`src/rtl/hbridge_deadtime_driver.sv`:
```
// H-bridge gate driver: decodes a two-pin direction request, soft-starts with a PWM
// duty ramp, enforces a dead interval on every exit from a driving state, honours end-stops.
module hbridge_deadtime_driver #(
  parameter int DEAD_CYCLES      = 50000,
  parameter int PWM_PERIOD       = 2500,
  parameter int RAMP_STEP_CYCLES = 500
) (
  input  logic        clk,
  input  logic        rst,
  input  logic        req_a,
  input  logic        req_b,
  input  logic [11:0] duty_max,
  input  logic        limit_fwd,
  input  logic        limit_rev,
  output logic        out_a,
  output logic        out_b,
  output logic [1:0]  state_o,
  output logic [11:0] duty_o,
  output logic        illegal_o
);

  typedef enum logic [1:0] {
    IDLE    = 2'b00,
    RUN_FWD = 2'b01,
    RUN_REV = 2'b10,
    DEAD    = 2'b11
  } state_t;

  localparam logic [11:0] PERIOD_L  = 12'(PWM_PERIOD);
  localparam logic [11:0] PWM_LAST  = 12'(PWM_PERIOD - 1);
  localparam logic [11:0] RAMP_LAST = 12'(RAMP_STEP_CYCLES - 1);
  localparam logic [16:0] DEAD_LAST = 17'(DEAD_CYCLES);

  state_t      state;
  logic [11:0] pwm_cnt;
  logic [11:0] ramp_cnt;
  logic [11:0] duty_cur;
  logic [16:0] dead_cnt;
  logic        req_fwd;
  logic        req_rev;
  logic        pwm_on;
  logic [11:0] duty_tgt;

  // 11 decodes as neither direction, so it behaves like STOP
  assign req_fwd  = req_a & ~req_b;
  assign req_rev  = ~req_a & req_b;
  assign duty_tgt = (duty_max > PERIOD_L) ? PERIOD_L : duty_max;
  assign pwm_on   = (pwm_cnt < duty_cur);

  always_ff @(posedge clk) begin
    if (rst) begin
      state     <= IDLE;
      pwm_cnt   <= '0;
      ramp_cnt  <= '0;
      duty_cur  <= '0;
      dead_cnt  <= '0;
      out_a     <= 1'b0;
      out_b     <= 1'b0;
      illegal_o <= 1'b0;
    end else begin
      // Gates follow the state held before this edge, so a state change shows one edge later
      out_a     <= (state == RUN_FWD) && pwm_on;
      out_b     <= (state == RUN_REV) && pwm_on;
      illegal_o <= illegal_o | (req_a & req_b);

      if (state == RUN_FWD || state == RUN_REV) begin
        pwm_cnt  <= (pwm_cnt == PWM_LAST) ? '0 : pwm_cnt + 1'b1;
        ramp_cnt <= (ramp_cnt == RAMP_LAST) ? '0 : ramp_cnt + 1'b1;
        if (duty_cur > duty_tgt)
          duty_cur <= duty_tgt;
        else if (ramp_cnt == RAMP_LAST && duty_cur < duty_tgt)
          duty_cur <= duty_cur + 1'b1;
      end

      case (state)
        IDLE: begin
          if (req_fwd && !limit_fwd) begin
            state    <= RUN_FWD;
            pwm_cnt  <= '0;
            ramp_cnt <= '0;
            duty_cur <= '0;
          end else if (req_rev && !limit_rev) begin
            state    <= RUN_REV;
            pwm_cnt  <= '0;
            ramp_cnt <= '0;
            duty_cur <= '0;
          end
        end
        RUN_FWD: begin
          if (!req_fwd || limit_fwd) begin
            state    <= DEAD;
            dead_cnt <= '0;
          end
        end
        RUN_REV: begin
          if (!req_rev || limit_rev) begin
            state    <= DEAD;
            dead_cnt <= '0;
          end
        end
        DEAD: begin
          // Entry cycle plus DEAD_CYCLES counted cycles, requests ignored throughout
          if (dead_cnt == DEAD_LAST)
            state <= IDLE;
          else
            dead_cnt <= dead_cnt + 1'b1;
        end
        default: state <= IDLE;
      endcase
    end
  end

  assign state_o = state;
  assign duty_o  = duty_cur;

endmodule

```
`config.mk`:
```
export PLATFORM = sky130hd
export DESIGN_NAME = hbridge_deadtime_driver
export DESIGN_NICKNAME = d
export VERILOG_FILES = /design/src/rtl/hbridge_deadtime_driver.sv
export SDC_FILE = /design/constraint.sdc
export NUM_CORES = 1
export LEC_CHECK = 0
export ABC_AREA = 1
export CORE_AREA = 2 2 72 126
export CTS_BUF_LIST = sky130_fd_sc_hd__clkbuf_4
export CTS_CLUSTER_DIAMETER = 120
export CTS_CLUSTER_SIZE = 10
export DETAILED_ROUTE_END_ITERATION = 16
export DIE_AREA = 0 0 74 128
export HOLD_SLACK_MARGIN = 0.08
export PLACE_DENSITY = 0.75
export SYNTH_ARGS = -nofsm -noshare
export SYNTH_HDL_FRONTEND = slang
export SYNTH_SLANG_ARGS = --single-unit
```
`constraint.sdc`:
```
create_clock -name clk -period 2.6 [get_ports clk]
set_input_delay 0.52 -clock clk [delete_from_list [all_inputs] [get_ports clk]]
set_output_delay 0.52 -clock clk [all_outputs]
set_load 0.01 [all_outputs]
```
==> reports/results.ini <==
[global_route]
grt-ovfl-total = 0
grt_pass1_vias = 4411
antenna_found_initial = 0
grt_usage_pct = 25.4
grt_pass1_wl_um = 18900
grt_max_degree = 25

[cts]
htree_levels = 3
cts_hold_buffers = 0
path_clk_slew_ns = 0.10
root_buffer = clkbuf_4
worstSkewPairLatency_ns = 0.43
cts_tree = built
cts.sinks = 58
cts_buffers = 9
cts_buffer_depth = 2

[synth]
synth_area_leaders = dfxtp_1 28%, nand2_1 13%, ha_1 10%
synth_xor_area_share_pct = 5.92
syn_area_mm2 = 0.00414
ys_warn_count = 0
synth_top_family_by_area = simple AND/OR/NAND/NOR gates
yosysTopAreaCell = dfxtp_1
synth_fp_nets = 687
synthAdderAreaFrac_pct = 9.97
synth_cell_types = 36
synth_top_area_share_pct = 28.0
synth_compound_area_share_pct = 11.8
synth_mux_area_share_pct = 0
syn_area_per_cell_um2 = 6.51
synth-simple-area-share_pct = 35.0
synthCells = 636
synth_seq_cells = 58
yosysSeqAreaShare_pct = 28.0

[hold_path]
min_path_type = flip-flop to flip-flop

[layout]
antennaDiodeCount = 0
regArea_mm2 = 0.00116
area_growth_pct = 24.5
multi_input_area_mm2 = 0.00282
drive_gt1_share_pct = 13.9
final_nets = 746
fillers = 785
instances_no_fill = 816

[placed_design]
port_buffers = 34
place_inst = 799
gp_congestion = 0.965
dpl.hpwl_um = 8520
pre_cts_slack_ns = -0.740

[timing]
max_slew_margin_pct = 19.1
setup_violations = 0
finalHoldViolCount = 0
finalCritPeriodShare_pct = 95.8
setup-tns-final_ns = 0
skew_ns = 0.0132
fmax_ghz = 0.402
slew_violations = 0
fin_ws_ns = 0.110
worst_pin_slew_ns = 1.21
period_needed_ns = 2.49

[floorplan]
initial_core_util_pct = 48.7
coreArea_mm2 = 0.00850
boundaryPins = 35
die_h_um = 128
rows = 45
die_area_mm2 = 0.00947
die_w_um = 74

[power_and_ir_drop]
p_leak_nw = 2.14
vdd_ir_drop_max_mv = 0.325
power.density_mw_per_mm2 = 552

[detailed_routing]
ant_nets = 0
wl_per_cell_um = 14.2
drtIter0Drc = 192
num_vias = 4423
vias_per_cell = 5.42
dr.pass1.iters = 5
drcViolationCount = 0
wl_um = 11600

[run]
drv_cap = 0

[outcome]
status = complete, no violations

[setup_path]
critPathMaxFanout = 7
start_kind = input pin
required_ns = 2.97
arrival_ns = 2.86
critPathKind = input pin to flip-flop
cp-end-kind = flip-flop

flip-flops by register name, summed over array words and instances, names as in the netlist:
name / flops
ramp_cnt: 12
pwm_cnt: 12
dead_cnt: 17
state_o: 2
duty_o: 12
illegal_o: 1
out_a: 1
out_b: 1
timing repair:
| item | CTS | global route |
|---|---|---|
| resized for setup | 23 | 40 |
| setup buffers | 1 | 0 |
| cloned | 1 | 0 |
| setup endpoints to repair | 12 | 12 |
| pin swaps | 5 | 12 |
| endpoints found under the hold margin | 0 | 0 |
final cells by class:
cell class                      instances  area share (%)
Clock buffer                           10            1.46
Clock inverter                          5           0.898
Inverter                               80            5.99
Multi-Input combinational cell        482            54.7
Sequential cell                        58            22.5
Tap cell                              117            2.84
Timing Repair Buffer                   64            11.6
synth_stat cells, drive strengths merged:
library cell / n
o22ai: 2
a21oi: 51
dfxtp: 58
o21bai: 1
and3: 1
nor4: 3
nand3: 46
a221oi: 1
buf: 7
nand4: 14
ha: 33
a211oi: 3
o211ai: 1
o21ai: 25
nand2: 149
clkbuf: 10
or2: 2
nor3b: 3
nand3b: 1
o31ai: 1
a31oi: 1
xnor2: 5
a21boi: 2
inv: 80
nor3: 25
nor2: 88
xor2: 23
per-stage QoR:
step	power (mW)	hold WS [ns]	utilization [%]	area, um2
3_5_place_dp	2.12	0.466	56.0	4760
5_1_grt	3.05	0.505	60.6	5160
2_1_floorplan	1.74	0.455	-	4140
3_3_place_gp	2.09	0.449	56.0	4760
4_1_cts	2.79	0.487	58.7	4990
6_report	2.85	0.479	60.6	5160
cell families (layout without fill, tap and decap cells):
logic type / Yosys count / in the layout
AND/OR/NAND/NOR: 332 / 333
XOR/XNOR: 28 / 28
flip-flops: 58 / 58
AO/OA/AOI/OAI: 88 / 88
adder cells (fa/ha/maj): 33 / 33
buffers and inverters: 97 / 159
where the power goes:
group,internal [mW],leakage (nW),switching [mW]
sequential,0.960,0.470,0.118
combinational,0.464,1.60,0.683
clock,0.288,0.0688,0.335
total,1.71,2.14,1.14
final timing paths:
path,start,to,slack [ns],cells past startpoint
worst max-delay path,duty_max[9],duty_o[10],0.11,20
worst min-delay path,illegal_o,illegal_o,0.48,2
worst max register to register,state_o[0],ramp_cnt[6],0.28,8
worst min register to register,illegal_o,illegal_o,0.48,2
cell usage in the layout (no fill, tap or decap), types with 5 or more instances in the layout:
master and count:
nand2_1 132, nor2_1 81, inv_1 75, dfxtp_1 58, a21oi_1 47, nand3_1 40, buf_4 28, ha_1 27
clkdlybuf4s50_1 25, nor3_1 24, xor2_1 23, o21ai_0 19, nand2_2 14, nand4_1 14, clkbuf_4 10, dlymetal6s2s_1 9
o21ai_2 6, nor2_4 6, ha_4 6, nand3_2 5, xnor2_1 5
layer usage:
metal | vias to the layer above | routed length (um) | track usage, % | part of all wire, %
met5 | - | 0 | 0 | 0
met4 | 0 | 711 | 17.3 | 6.1
met3 | 61 | 424 | 4.64 | 3.7
met2 | 138 | 6270 | 47.7 | 54
met1 | 2037 | 4160 | 23.4 | 36
li1 | 2187 | - | - | -
critical path: stages:
cell	delay [ns]
clkdlybuf4s50_1	0.45
nor2_1	0.13
nand2_2	0.10
nand2_4	0.14
inv_6	0.06
buf_4	0.14
nor2_4	0.08
ha_1	0.23
nand2_1	0.08
inv_2	0.04
nand2_1	0.05
nand2_1	0.06
nand2_2	0.07
nand3_2	0.08
buf_4	0.15
clkinvlp_4	0.14
nand2_1	0.07
nand2_1	0.06
nand3_1	0.09
a21oi_2	0.12
Note: power is estimated with default switching activity, not from simulation.
